--- config.mk ---
export PLATFORM = sky130hd
export DESIGN_NAME = dest_reg_tracker
export DESIGN_NICKNAME = d
export VERILOG_FILES = /design/src/rtl/pipeline_pkg.sv /design/src/rtl/dest_reg_slot.sv /design/src/rtl/dest_reg_tracker.sv
export SDC_FILE = /design/constraint.sdc
export NUM_CORES = 1
export LEC_CHECK = 0
export CELL_PAD_IN_SITES_DETAIL_PLACEMENT = 1
export CELL_PAD_IN_SITES_GLOBAL_PLACEMENT = 2
export CORE_MARGIN = 2
export CORE_UTILIZATION = 25
export DETAILED_ROUTE_END_ITERATION = 16
export PLACE_DENSITY_LB_ADDON = 0.1
export REMOVE_ABC_BUFFERS = 1
export SKIP_LAST_GASP = 1
export SYNTH_ARGS = -nofsm -noshare
export SYNTH_HDL_FRONTEND = slang
export SYNTH_SLANG_ARGS = --single-unit
--- constraint.sdc ---
create_clock -name clk -period 1.9 [get_ports clk]
set_input_delay 0.38 -clock clk [delete_from_list [all_inputs] [get_ports clk]]
set_output_delay 0.38 -clock clk [all_outputs]
set_load 0.01 [all_outputs]
--- src/rtl/pipeline_pkg.sv ---
// Shared pipeline constants: forwarding select encodings and register-index helpers.
package pipeline_pkg;

    localparam int REG_W = 5;

    typedef enum logic [1:0] {
        FWD_REGFILE = 2'b00,
        FWD_WB      = 2'b01,
        FWD_MEM     = 2'b10
    } fwd_sel_e;

    localparam logic [REG_W-1:0] REG_ZERO = 5'd0;

endpackage

--- src/rtl/dest_reg_slot.sv ---
// One pipeline slot of the destination-register tracker (EX, MEM or WB).
module dest_reg_slot #(
    parameter int REG_W = 5
) (
    input  logic             clk,
    input  logic             rst_n,
    input  logic             i_load,
    input  logic             i_bubble,
    input  logic [REG_W-1:0] i_rs,
    input  logic [REG_W-1:0] i_rt,
    input  logic             i_uses_rt,
    input  logic [REG_W-1:0] i_dest,
    input  logic             i_we,
    input  logic             i_mr,
    input  logic             i_valid,
    output logic [REG_W-1:0] o_rs,
    output logic [REG_W-1:0] o_rt,
    output logic             o_uses_rt,
    output logic [REG_W-1:0] o_dest,
    output logic             o_we,
    output logic             o_mr,
    output logic             o_valid
);

    logic [REG_W-1:0] r_rs;
    logic [REG_W-1:0] r_rt;
    logic             r_uses_rt;
    logic [REG_W-1:0] r_dest;
    logic             r_we;
    logic             r_mr;
    logic             r_valid;

    // A bubble clears every field so a squashed slot can never match or write.
    always_ff @(posedge clk or negedge rst_n) begin
        if (!rst_n) begin
            r_rs      <= '0;
            r_rt      <= '0;
            r_uses_rt <= 1'b0;
            r_dest    <= '0;
            r_we      <= 1'b0;
            r_mr      <= 1'b0;
            r_valid   <= 1'b0;
        end else if (i_load) begin
            if (i_bubble) begin
                r_rs      <= '0;
                r_rt      <= '0;
                r_uses_rt <= 1'b0;
                r_dest    <= '0;
                r_we      <= 1'b0;
                r_mr      <= 1'b0;
                r_valid   <= 1'b0;
            end else begin
                r_rs      <= i_rs;
                r_rt      <= i_rt;
                r_uses_rt <= i_uses_rt;
                r_dest    <= i_dest;
                r_we      <= i_we;
                r_mr      <= i_mr;
                r_valid   <= i_valid;
            end
        end
    end

    assign o_rs      = r_rs;
    assign o_rt      = r_rt;
    assign o_uses_rt = r_uses_rt;
    assign o_dest    = r_dest;
    assign o_we      = r_we;
    assign o_mr      = r_mr;
    assign o_valid   = r_valid;

endmodule

--- src/rtl/dest_reg_tracker.sv ---
// Destination-register tracker: carries ID destinations through EX/MEM/WB slots and
// produces registered EX forwarding selects plus the combinational load-use stall.
module dest_reg_tracker #(
    parameter int REG_W  = 5,
    parameter int PERF_W = 16
) (
    input  logic              clk,
    input  logic              rst_n,
    input  logic              id_valid,
    input  logic [REG_W-1:0]  id_rs,
    input  logic [REG_W-1:0]  id_rt,
    input  logic              id_uses_rt,
    input  logic [REG_W-1:0]  id_dest,
    input  logic              id_reg_write,
    input  logic              id_mem_read,
    input  logic              flush,
    output logic              stall,
    output logic [1:0]        fwd_a,
    output logic [1:0]        fwd_b,
    output logic [REG_W-1:0]  wb_dest,
    output logic              wb_we,
    output logic [PERF_W-1:0] stall_count
);

    import pipeline_pkg::*;

    logic [REG_W-1:0] w_ex_rs, w_ex_rt, w_ex_dest;
    logic             w_ex_uses_rt, w_ex_we, w_ex_mr, w_ex_valid;
    logic [REG_W-1:0] w_mem_rs, w_mem_rt, w_mem_dest;
    logic             w_mem_uses_rt, w_mem_we, w_mem_mr, w_mem_valid;
    logic [REG_W-1:0] w_wb_rs, w_wb_rt, w_wb_dest;
    logic             w_wb_uses_rt, w_wb_we, w_wb_mr, w_wb_valid;
    logic             w_unused_wb;

    logic             w_bubble;
    logic             w_ex_live;
    logic             w_mem_live;
    fwd_sel_e         w_fwd_a_nxt;
    fwd_sel_e         w_fwd_b_nxt;
    fwd_sel_e         r_fwd_a;
    fwd_sel_e         r_fwd_b;
    logic [PERF_W-1:0] r_stall_count;

    dest_reg_slot #(.REG_W(REG_W)) u_ex (
        .clk(clk), .rst_n(rst_n), .i_load(1'b1), .i_bubble(w_bubble),
        .i_rs(id_rs), .i_rt(id_rt), .i_uses_rt(id_uses_rt), .i_dest(id_dest),
        .i_we(id_reg_write & id_valid), .i_mr(id_mem_read & id_valid), .i_valid(id_valid),
        .o_rs(w_ex_rs), .o_rt(w_ex_rt), .o_uses_rt(w_ex_uses_rt), .o_dest(w_ex_dest),
        .o_we(w_ex_we), .o_mr(w_ex_mr), .o_valid(w_ex_valid)
    );

    dest_reg_slot #(.REG_W(REG_W)) u_mem (
        .clk(clk), .rst_n(rst_n), .i_load(1'b1), .i_bubble(1'b0),
        .i_rs(w_ex_rs), .i_rt(w_ex_rt), .i_uses_rt(w_ex_uses_rt), .i_dest(w_ex_dest),
        .i_we(w_ex_we), .i_mr(w_ex_mr), .i_valid(w_ex_valid),
        .o_rs(w_mem_rs), .o_rt(w_mem_rt), .o_uses_rt(w_mem_uses_rt), .o_dest(w_mem_dest),
        .o_we(w_mem_we), .o_mr(w_mem_mr), .o_valid(w_mem_valid)
    );

    dest_reg_slot #(.REG_W(REG_W)) u_wb (
        .clk(clk), .rst_n(rst_n), .i_load(1'b1), .i_bubble(1'b0),
        .i_rs(w_mem_rs), .i_rt(w_mem_rt), .i_uses_rt(w_mem_uses_rt), .i_dest(w_mem_dest),
        .i_we(w_mem_we), .i_mr(w_mem_mr), .i_valid(w_mem_valid),
        .o_rs(w_wb_rs), .o_rt(w_wb_rt), .o_uses_rt(w_wb_uses_rt), .o_dest(w_wb_dest),
        .o_we(w_wb_we), .o_mr(w_wb_mr), .o_valid(w_wb_valid)
    );

    // Source fields of the WB slot are carried for completeness but nothing reads them.
    assign w_unused_wb = ^{w_wb_rs, w_wb_rt, w_wb_uses_rt, w_wb_mr, w_wb_valid};

    assign w_ex_live  = w_ex_we  & (w_ex_dest  != REG_W'(REG_ZERO));
    assign w_mem_live = w_mem_we & (w_mem_dest != REG_W'(REG_ZERO));

    assign stall = id_valid & w_ex_mr & w_ex_live &
                   ((w_ex_dest == id_rs) | (id_uses_rt & (w_ex_dest == id_rt)));
    assign w_bubble = stall | flush;

    // The slot now in EX moves to MEM at this edge, so it has priority over the MEM slot.
    always_comb begin
        w_fwd_a_nxt = FWD_REGFILE;
        w_fwd_b_nxt = FWD_REGFILE;
        if (!w_bubble) begin
            if (w_ex_live && (w_ex_dest == id_rs)) begin
                w_fwd_a_nxt = FWD_MEM;
            end else if (w_mem_live && (w_mem_dest == id_rs)) begin
                w_fwd_a_nxt = FWD_WB;
            end
            if (id_uses_rt) begin
                if (w_ex_live && (w_ex_dest == id_rt)) begin
                    w_fwd_b_nxt = FWD_MEM;
                end else if (w_mem_live && (w_mem_dest == id_rt)) begin
                    w_fwd_b_nxt = FWD_WB;
                end
            end
        end
    end

    always_ff @(posedge clk or negedge rst_n) begin
        if (!rst_n) begin
            r_fwd_a       <= FWD_REGFILE;
            r_fwd_b       <= FWD_REGFILE;
            r_stall_count <= '0;
        end else begin
            r_fwd_a <= w_fwd_a_nxt;
            r_fwd_b <= w_fwd_b_nxt;
            if (stall && (r_stall_count != {PERF_W{1'b1}})) begin
                r_stall_count <= r_stall_count + PERF_W'(1);
            end
        end
    end

    assign fwd_a       = r_fwd_a;
    assign fwd_b       = r_fwd_b;
    assign wb_dest     = w_wb_dest;
    assign wb_we       = w_wb_we & (w_wb_dest != REG_W'(REG_ZERO));
    assign stall_count = r_stall_count;

endmodule

Yosys cells after proc, flatten, opt, wreduce, memory -nomap -nowiden
Index checks and enable logic that the tools add are counted.
{"block": "op_classes", "addsub": 1, "n_eq_ne": 5, "n_mux": 10, "bitwise": 11, "n_reduce_logical": 8}
{"cell": "5-bit == test", "n": 4}
{"cell": "16-bit by 1-bit adder with 16-bit output (second input constant)", "n": 1}
{"cell": "16-bit inequality test (second input constant)", "n": 1}
{"cell": "5-bit nonzero test", "n": 3}
{"cell": "2-bit 2-to-1 mux", "n": 5}
{"cell": "1-bit bitwise AND", "n": 9}
{"cell": "1-bit logical AND", "n": 5}
{"cell": "5-bit 2-to-1 mux", "n": 1}
{"cell": "1-bit 2-to-1 mux", "n": 4}
{"cell": "1-bit OR", "n": 2}
{"block": "word_totals", "reg_bits": 39, "output_inout_bits": 27, "word_cells": 45}

Longest topological paths before layout
Gate-level depths: netlist (run 1).
{"block": "depth", "ltp_word": 7, "mapped_depth": 8, "depth_no_buf": 6}

Hierarchy
A second synthesis (run 1) with hierarchy kept.
{"block": "hier_totals", "hier_cells": 384, "area_unflattened_um2": 3933.8}
{"mod": "dest_reg_slot", "instances": 3, "cells_each": 81, "area_per_inst_um2": 847.1, "seq_area_each_um2": 475.5}
{"mod": "dest_reg_tracker", "instances": 1, "cells_each": 141, "area_per_inst_um2": 1392.6, "seq_area_each_um2": 500.5}

Worst setup path after synthesis (run 1)
Ideal clock, no wire load.
{"block": "synth_path", "path_kind": "register to register", "start": "register r_stall_count[2], in the netlist stall_count[2]", "end": "register r_stall_count[1], in the netlist stall_count[1]", "setup_ps": 125, "arrival_time_ps": 1777, "slack_ps": -2, "stages_incl_launch_ff": 6, "period_less_slack_ps": 1902, "path_cell_list": "dfrtp_1 > and4_1 > and4_1 > a41oi_4 > and3_4 > mux2_2"}
{"block": "synth_via", "elab_chain_len": 2}
{"item": "start: declaration", "line": "dest_reg_tracker.sv:42", "source": "logic [PERF_W-1:0] r_stall_count;"}
{"item": "start signal: assignment", "line": "dest_reg_tracker.sv:107", "source": "r_stall_count <= r_stall_count + PERF_W'(1);"}
{"item": "16-bit inequality test", "line": "dest_reg_tracker.sv:106", "source": "if (stall && (r_stall_count != {PERF_W{1'b1}})) begin"}
{"item": "1-bit logical AND", "line": "dest_reg_tracker.sv:106"}
No other way between the ends.
A chain may end at the register's enable or synchronous reset.

Final worst setup path (run 1)
{"block": "layout_path", "start": "register u_ex.r_dest[1], in the netlist u_ex.o_dest[1]", "end": "output port stall"}
{"block": "layout_via", "elab_chain_len": 4, "word_cells_on_any_way": 8, "cone_classes": "eq/ne: 2; bitwise: 5; reduce/logical: 1"}
{"item": "start: declaration", "line": "dest_reg_slot.sv:28", "source": "logic [REG_W-1:0] r_dest;"}
{"item": "start signal: assignment", "line": "dest_reg_slot.sv:56", "source": "r_dest <= i_dest;"}
{"item": "5-bit == test / 5-bit nonzero test (equally long branches)", "line": "dest_reg_tracker.sv:75, dest_reg_tracker.sv:71"}
{"item": "1-bit bitwise AND, on equally long branches", "line": "dest_reg_tracker.sv:75, dest_reg_tracker.sv:71"}
{"item": "1-bit OR / 1-bit bitwise AND (equally long branches)", "line": "dest_reg_tracker.sv:75, dest_reg_tracker.sv:74"}
{"item": "1-bit bitwise AND *", "line": "dest_reg_tracker.sv:74", "source": "assign stall = id_valid & w_ex_mr & w_ex_live &"}
{"item": "end: declaration", "line": "dest_reg_tracker.sv:17", "source": "output logic stall,"}
Every way passes the cells marked *; elsewhere a longest branch is shown, timed or not.

==> impl_metrics.py, run 1 <==
metrics = {
    "die": {
        "fp.coreArea_sq_um": 6910,
        "start_util": 0.261,
        "fp.dieW_um": 89.0,
        "io_pins": 49,
        "die-area_sq_um": 7910,
        "die_h_um": 89.0,
        "num_rows": 30,
    },
    "timing": {
        "setup_viol": 14,
        "fin_crit_ps": 2190,
        "timing_hold_violations_final": 0,
        "final_max_slew_viol_count": 0,
        "finalClockSkew_ps": 11.7,
        "grt_setup_unrepaired": "true",
        "worst_slack_ps": -285,
        "finalCritPeriodShare": 1.15,
        "worst_slew_pin_slew_ps": 389,
        "fmax_mhz": 458,
        "hold-worst-slack_ps": 392,
        "maxSlewHeadroom": 0.738,
        "setup-tns-final_ps": -1810,
    },
    "global_route": {
        "grt_pass1_vias": 1648,
        "grtUsageTotal": 0.141,
        "overflow": 0,
        "grt_pass1_wl_um": 8420,
        "grt_max_degree": 39,
        "grt_antenna_before_repair": 0,
    },
    "setup_path": {
        "reg2reg_from": "u_ex.o_dest[1]",
        "crit_required_ps": 1520,
        "rrSetupSlack_ps": -260,
        "r2r_cells": 9,
        "crit_type": "flop to output port",
        "critPathArrivalTime_ps": 1810,
        "crit_path_end_kind": "output port",
        "crit_path_max_fanout": 3,
        "timing.rr.end": "stall_count[4]",
        "start_kind": "flop",
    },
    "pwr": {
        "leakagePower_nw": 1.36,
        "powerDensity_nw_per_um2": 583,
        "peakVddDrop_uv": 263,
        "power_mw": 1.74,
    },
    "cells_and_area": {
        "fillCellCount": 785,
        "antenna_cells": 0,
        "drive_gt1_frac": 0.304,
        "nets": 269,
        "area.growth.synth_to_final_pct": 65.6,
        "instances_no_fill": 343,
    },
    "cts": {
        "cts_buffer_depth": 2,
        "clock_sinks": 39,
        "path_clk_slew_ps": 80,
        "cts_tree": "yes",
        "cts-htree-levels": 2,
        "cts-buffers-inserted": 5,
        "insertion_delay_ps": 300,
        "cts-root-buf": "clkbuf_8",
    },
    "synth": {
        "synth_ff_type": "dfrtp_1",
        "synth_top_cells_by_count": "39 x dfrtp_1, 22 x xnor2_1, 13 x xor2_1, 11 x nand3_1, 11 x nand4_1",
        "synth-seq-area-share": 0.541,
        "netlist_top_cells_area": "dfrtp_1 54%, xnor2_1 11%, xor2_1 6.3%",
        "netlist_area_sq_um": 1800,
        "synth.distinct_cells": 34,
        "synth-seq-cells": 39,
        "async_flop_share": 1.00,
        "synth.avg_cell_area_sq_um": 12.1,
        "synth_most_common_cell": "dfrtp_1",
        "synth_edf_count": 0,
        "yosysTopAreaCell": "dfrtp_1",
        "synth_top_area_frac": 0.541,
        "syn_inst": 149,
        "yosys_warnings": 0,
    },
    "hold_path": {
        "min-delay-start": "u_mem.o_we",
        "hold_class": "flop to flop",
        "hold_path_depth": 0,
        "holdPathEnd": "u_wb.o_we",
    },
    "routing": {
        "vias_per_cell": 4.44,
        "routed_wl_um": 5190,
        "ant_nets": 0,
        "drtIter0Drc": 27,
        "vias": 1522,
        "first_pass_iters": 4,
        "wl_per_cell_um": 15.1,
        "post-route-drc-count": 0,
    },
    "place": {
        "place_ws_ps": -747,
        "gp_congestion": 0.795,
        "io_buffers": 48,
        "place_inst": 323,
        "dp_hpwl_um": 3800,
    },
    "outcome": {
        "violations": "negative setup slack",
        "status": "finished with violations",
    },
    "job": {
        "max_cap_viol_count": 0,
    },
}
## per-layer routing
metal / global-route usage / wire length (um) / vias up
met5: 0 / 0 / -
met4: 0.0434 / 29 / 0
met3: 0.0323 / 188 / 4
met2: 0.223 / 2480 / 39
met1: 0.193 / 2490 / 758
li1: - / - / 721
## cell families after synthesis
| logic type | Yosys count | share of synthesized area |
|---|---|---|
| flops | 39 | 0.541 |
| buf+inv | 2 | 0.00693 |
| simple gates | 62 | 0.218 |
| xor+xnor | 35 | 0.170 |
| mux | 1 | 0.00624 |
| fa+ha+maj | 1 | 0.00693 |
| compound gates | 9 | 0.0513 |
## worst max-delay path by stage
stage,from,end,cells past startpoint
floorplan,u_ex.o_dest[0],stall_count[1],6
global placement,id_rt[3],stall,7
detailed placement,id_rt[4],stall,7
CTS,u_ex.o_dest[2],stall,5
global route,u_ex.o_dest[1],stall,5
finish,u_ex.o_dest[1],stall,5
## final cells by class
type,instances,area (sq um),share of cell area
Clock buffer,8,100,0.0335
Timing Repair Buffer,92,903,0.302
Sequential cell,39,976,0.327
Multi-Input combinational cell,108,888,0.297
Tap cell,96,120,0.0402
## worst max-delay path, cell delays in order (launching register included)
cell and delay, ps:
dfrtp_1 380, or4_4 540, o21a_1 200, and2_4 140
and2_4 140, buf_6 120
## flip-flops by register name, indices dropped and copies added (netlist names)
| register | cells |
|---|---|
| fwd_a | 2 |
| fwd_b | 2 |
| stall_count | 16 |
| u_ex.o_dest | 5 |
| u_ex.o_mr | 1 |
| u_ex.o_we | 1 |
| u_mem.o_dest | 5 |
| u_mem.o_we | 1 |
| u_wb.o_dest | 5 |
| u_wb.o_we | 1 |
## cell usage in the layout, fill, tap and decap left out, drive strengths merged
| master | count |
|---|---|
| and2 | 9 |
| and3 | 7 |
| mux2 | 1 |
| dfrtp | 39 |
| a21o | 2 |
| o21a | 2 |
| xnor2 | 22 |
| or4 | 3 |
| clkdlybuf4s50 | 37 |
| and4bb | 2 |
| o21ai | 2 |
| nand4 | 11 |
| buf | 45 |
| a21oi | 1 |
| nand2 | 4 |
| nor2 | 4 |
| a41oi | 1 |
| dlymetal6s2s | 8 |
| and4b | 1 |
| nor3b | 1 |
| nor4 | 2 |
| nand3 | 11 |
| nor4b | 1 |
| ha | 1 |
| a211oi | 1 |
| nor3 | 3 |
| and4 | 2 |
| clkbuf | 9 |
| dlygate4sd3 | 1 |
| nor2b | 1 |
| xor2 | 13 |
## report_power, final
part / switching (mW) / internal, mW
clock network: 0.292 / 0.332
logic: 0.0994 / 0.148
registers: 0.0199 / 0.850
total: 0.411 / 1.33
## stage by stage
step | util | instance area [sq um]
2_1_floorplan | - | 1790
3_3_place_gp | 0.384 | 2650
5_1_grt | 0.433 | 2990
6_report | 0.433 | 2990
4_1_cts | 0.413 | 2850
3_5_place_dp | 0.384 | 2650
## timing repair
item / CTS / global route
gates cloned: 1 / 0
hold buffers: 1 / 0
resized for setup: 17 / 22
setup buffers: 4 / 9
endpoints found under the setup margin: 18 / 25
hold endpoints to repair: 1 / 0
pin swaps: 8 / 25
(Power assumes the default switching activity.)
==> run 2: changes to the inputs <==
REMOVE_ABC_BUFFERS = default   (was 1)
==> run 2 against run 1 <==
The run still ends with negative setup slack left. Sequential power hardly changed. Worst hold slack worse by 250 ps. Final area is 4.4% higher. Power is 1.4% lower. Count of clock-buffer cells in the layout is 1 lower. Core utilization is 1.9 points higher. Highest routed layer unchanged. Largest cell class is now multi-input gates. Non-clock buffer count is 12 higher. Clock skew is 3.0 ps lower. Sequential share of layout area is 1.3 points lower. Final cell count is 3.5% higher. Largest power group unchanged.
==> impl_metrics.py, run 2 (synthesized netlist as in run 1, its figures left out) <==
metrics = {
    "cells_and_area": {
        "layout_common_cells": "48 x buf_4, 39 x clkdlybuf4s50_1, 36 x dfrtp_1, 16 x xnor2_1",
        "antenna_cells": 0,
        "largest_reg_flops": 16,
        "layout_commonest_cell": "buf_4",
        "nets": 281,
        "instances_no_fill": 355,
        "area.growth.synth_to_final_pct": 72.9,
        "drive_gt1_frac": 0.390,
    },
    "setup_path": {
        "crit_type": "flop to output port",
        "timing.rr.end": "fwd_a[0]",
        "reg2reg_from": "u_ex.o_dest[3]",
        "crit_path_end_kind": "output port",
        "critPathArrivalTime_ps": 1810,
        "crit_top_cell": "and2_4",
        "endpoint": "stall",
        "start_kind": "flop",
        "startpoint": "u_ex.o_dest[1]",
        "cp_cell_sequence": "or4_4 > o21a_1 > and2_4 > and2_4 > buf_6",
        "crit_required_ps": 1520,
        "cpPeakStageDelay_ps": 540,
        "slowest_stage": "or4_4",
        "rrSetupSlack_ps": -220,
        "crit_path_max_fanout": 3,
        "r2r_cells": 13,
    },
    "global_route": {
        "met3_usage": 0.0286,
        "grt_antenna_before_repair": 0,
        "grt_pass1_wl_um": 8960,
        "met2_usage": 0.257,
        "grt_pass1_vias": 1723,
        "grtUsageTotal": 0.151,
        "grt.busiest_layer": "met2",
        "grt_max_degree": 40,
        "use_met1": 0.196,
        "overflow": 0,
    },
    "job": {
        "max_cap_viol_count": 0,
    },
    "timing": {
        "hold-worst-slack_ps": 143,
        "setup-tns-final_ps": -1600,
        "fin_crit_ps": 2190,
        "finalCritPeriodShare": 1.15,
        "final_max_slew_viol_count": 0,
        "maxSlewHeadroom": 0.662,
        "finalClockSkew_ps": 8.74,
        "timing_hold_violations_final": 0,
        "grt_setup_unrepaired": "true",
        "worst_slack_ps": -294,
        "setup_viol": 12,
        "fmax_mhz": 456,
        "worst_slew_pin_slew_ps": 507,
    },
    "place": {
        "io_buffers": 48,
        "dp_hpwl_um": 3860,
        "place_inst": 326,
        "gp_congestion": 0.802,
    },
    "routing": {
        "first_pass_iters": 4,
        "vias_per_cell": 4.45,
        "ant_nets": 0,
        "wl_per_cell_um": 15.3,
        "vias": 1579,
        "post-route-drc-count": 0,
        "routed_wl_um": 5410,
        "drtIter0Drc": 41,
    },
    "die": {
        "fp.dieW_um": 89.0,
        "fp.coreArea_sq_um": 6910,
        "io_pins": 49,
        "num_rows": 30,
        "start_util": 0.261,
        "die_h_um": 89.0,
        "die-area_sq_um": 7910,
    },
    "cts": {
        "cts-buffers-inserted": 5,
        "postCtsHoldBufs": 0,
        "cts-htree-levels": 2,
        "insertion_delay_ps": 290,
        "path_clk_slew_ps": 70,
        "clock_sinks": 39,
        "cts-root-buf": "clkbuf_8",
        "cts_buffer_depth": 2,
        "cts_tree": "yes",
    },
    "outcome": {
        "status": "finished with violations",
        "violations": "negative setup slack",
    },
    "pwr": {
        "leakagePower_nw": 1.38,
        "powerDensity_nw_per_um2": 550,
        "peakVddDrop_uv": 198,
    },
    "synth": {
        "synth_nets": 172,
    },
    "hold_path": {
        "hold_class": "primary input to asynchronous set/reset pin",
    },
}
==> run 2: changes by cell type in the layout (fill, tap and decap cells not counted), sizes merged <==
cell / delta
buf: +14
clkbuf: -2
clkdlybuf4s50: +2
clkinv: +1
dlygate4sd2: +6
dlygate4sd3: -1
dlymetal6s2s: -8
==> run 2: worst min-delay path by stage <==
stage,slack [ps],cells past startpoint,endpoint,start
finish,140,2,u_wb.o_dest[4],rst_n
global route,170,2,u_wb.o_dest[4],rst_n
global placement,370,0,u_wb.o_we,u_mem.o_we
detailed placement,380,0,u_wb.o_we,u_mem.o_we
CTS,150,2,stall_count[1],rst_n
floorplan,80,0,fwd_a[0],rst_n
==> run 2: what timing repair did <==
| action | 4_1_cts | 5_1_grt |
|---|---|---|
| gates resized for setup | 33 | 27 |
| setup buffers | 20 | 8 |
| endpoints found under the setup margin | 22 | 27 |
| pin swaps | 21 | 19 |
==> run 2: final cells by class <==
cell class | count | area [sq um]
clock buffer | 7 | 86.3
clock inverter | 1 | 5.00
fill | 768 | 3790
multi-input combinational | 108 | 997
sequential | 39 | 980
tap | 96 | 120
timing repair buffer | 104 | 931
==> run 2: power by group <==
part	switching [mW]	internal [mW]	total, mW
combinational	0.115	0.157	0.272
clock	0.283	0.293	0.575
sequential	0.0197	0.850	0.870
total	0.417	1.30	1.72
==> run 2: metal layers <==
layer	vias up	wire length (um)
met3	4	179
met5	-	0
met1	794	2390
li1	746	-
met2	35	2810
met4	0	37
==> run 2: worst max-delay path: cells and delay by family (launching register included) <==
kind	cells	cell delay [ps]
AOI/OAI and AO/OA	1	200
buffers and inverters	1	110
and+or+nand+nor	3	820
DFF	1	390
==> run 2: through the flow <==
| stage | setup slack [ps] | area, sq um | utilization | power (mW) |
|---|---|---|---|---|
| after floorplan | 2.97 | 1810 | - | 0.952 |
| after detailed placement | -752 | 2660 | 0.386 | 1.10 |
| after CTS | -321 | 2970 | 0.430 | 1.72 |
| final | -294 | 3120 | 0.452 | 1.72 |
| after global routing | -361 | 3120 | 0.452 | 1.81 |
| after global placement | -693 | 2660 | 0.386 | 1.09 |
==> run 3: changes to the inputs <==
PLACE_DENSITY = 0.65   (was default)
PLACE_DENSITY_LB_ADDON = default   (was 0.1)
==> run 3 against run 2 <==
The flow still finishes with violations (negative setup slack). Via count decreased by 1.5%. Global-route usage fell by 0.086 points. Worst hold slack worse by 7.9 ps. Flip-flop and latch count did not move. Non-clock buffer count shrank 4. Count of clock-buffer cells in the layout decreased by 1. Highest routed layer unchanged.
==> impl_metrics.py, run 3 (synthesized netlist as in run 1, its figures left out) <==
metrics = {
    "outcome": {
        "status": "finished with violations",
        "violations": "negative setup slack",
    },
    "cts": {
        "path_clk_slew_ps": 80,
        "cts-htree-levels": 2,
        "clock_sinks": 39,
        "cts-root-buf": "clkbuf_8",
        "cts-buffers-inserted": 5,
        "cts_buffer_depth": 2,
        "postCtsHoldBufs": 0,
        "cts_tree": "yes",
        "insertion_delay_ps": 290,
    },
    "die": {
        "num_rows": 30,
        "die_h_um": 89.0,
        "fp.coreArea_sq_um": 6910,
        "die-area_sq_um": 7910,
        "start_util": 0.261,
        "io_pins": 49,
        "fp.dieW_um": 89.0,
    },
    "cells_and_area": {
        "layout_common_cells": "43 x buf_4, 38 x dfrtp_1, 36 x clkdlybuf4s50_1, 19 x xnor2_1",
        "layout_commonest_cell": "buf_4",
        "antenna_cells": 0,
        "area.growth.synth_to_final_pct": 72.0,
        "largest_reg_flops": 16,
        "nets": 277,
        "fin_area_sq_um": 3100,
        "post-route-util": 0.449,
        "instances_no_fill": 351,
        "drive_gt1_frac": 0.365,
    },
    "timing": {
        "worst_slack_ps": -319,
        "setup-tns-final_ps": -2510,
        "setup_viol": 15,
        "worst_slew_pin_slew_ps": 503,
        "hold-worst-slack_ps": 135,
        "grt_setup_unrepaired": "true",
        "fmax_mhz": 451,
        "finalCritPeriodShare": 1.17,
        "timing_hold_violations_final": 0,
        "finalClockSkew_ps": 4.42,
        "maxSlewHeadroom": 0.665,
        "final_max_slew_viol_count": 0,
        "fin_crit_ps": 2220,
    },
    "setup_path": {
        "crit_required_ps": 1520,
        "crit_type": "flop to output port",
        "r2r_cells": 10,
        "rrSetupSlack_ps": -240,
        "start_kind": "flop",
        "crit_path_end_kind": "output port",
        "crit_path_max_fanout": 2,
        "critPathArrivalTime_ps": 1840,
    },
    "routing": {
        "drtIter0Drc": 46,
        "wl_per_cell_um": 16.1,
        "post-route-drc-count": 0,
        "routed_wl_um": 5640,
        "first_pass_iters": 4,
        "vias": 1555,
        "vias_per_cell": 4.43,
        "ant_nets": 0,
    },
    "place": {
        "place_inst": 322,
        "dp_hpwl_um": 3870,
        "placed_cell_area_sq_um": 2630,
        "place_ws_ps": -751,
        "io_buffers": 48,
        "gp_congestion": 0.884,
    },
    "pwr": {
        "swShare": 0.221,
        "p_clk_frac": 0.420,
        "combPwrFrac": 0.135,
        "powerDensity_nw_per_um2": 631,
        "seq_power_share": 0.444,
        "switching_power_mw": 0.432,
        "peakVddDrop_uv": 279,
        "power_mw": 1.96,
        "leakagePower_nw": 1.40,
        "intPower_mw": 1.53,
    },
    "global_route": {
        "overflow": 0,
        "grt_pass1_wl_um": 9100,
        "grt_max_degree": 40,
        "grtUsageTotal": 0.150,
        "met2_usage": 0.266,
        "met3_usage": 0.0203,
        "grt_antenna_before_repair": 0,
        "grt.busiest_layer": "met2",
        "use_met1": 0.190,
        "grt_pass1_vias": 1762,
    },
    "hold_path": {
        "hold_class": "primary input to asynchronous set/reset pin",
    },
    "job": {
        "max_cap_viol_count": 0,
    },
    "synth": {
        "synth_nets": 172,
    },
}
## run 3: cell types whose count changed in the layout (fill, tap and decap cells not counted), moves of 3 or more
cell	previous run	this run
dlymetal6s2s_1	0	3
clkdlybuf4s50_1	39	36
xnor2_1	16	19
buf_4	48	43
xnor2_2	6	3
## run 3: worst paths after layout
| path | endpoint | start |
|---|---|---|
| worst max-delay path | stall | u_ex.o_dest[1] |
| worst min register to register | u_wb.o_we | u_mem.o_we |
| min in group clk | u_wb.o_we | u_mem.o_we |
| worst max register to register | stall_count[9] | u_ex.o_dest[1] |
| worst min-delay path | u_ex.o_dest[4] | rst_n |
| max in group asynchronous | stall_count[2] | rst_n |
## run 3: worst max-delay path, stage by stage, from the launching register on
cell and delay, ps:
dfrtp_1 380, or4_4 550, o21a_1 220, and2_4 150, and2_4 140, buf_6 110
## run 3: routing by layer
layer | share of wire | up-vias
met5 | 0 | -
met4 | 0.010 | 0
met3 | 0.029 | 5
met2 | 0.54 | 32
met1 | 0.42 | 777
li1 | - | 741
## run 3: repair_timing
item,4_1_cts,5_1_grt
endpoints found under the setup margin,21,29
hold endpoints to repair,0,0
cloned,1,0
buffers inserted,20,3
pin swaps,21,23
resized for setup,29,26
## run 3: final cells by class
class	count	area, sq um
clock buffer	6	72.6
clock inverter	2	60.1
timing repair buffer	100	908
multi-input combinational	108	965
fill	771	3800
tap	96	120
sequential	39	977
## run 3: power groups by stage
stage	Clock, mW	Combinational [mW]	Sequential [mW]
2_1_floorplan	0	0.0658	0.886
3_3_place_gp	0	0.204	0.885
3_5_place_dp	0	0.210	0.887
4_1_cts	0.843	0.245	0.869
5_1_grt	0.871	0.287	0.873
6_report	0.823	0.265	0.870
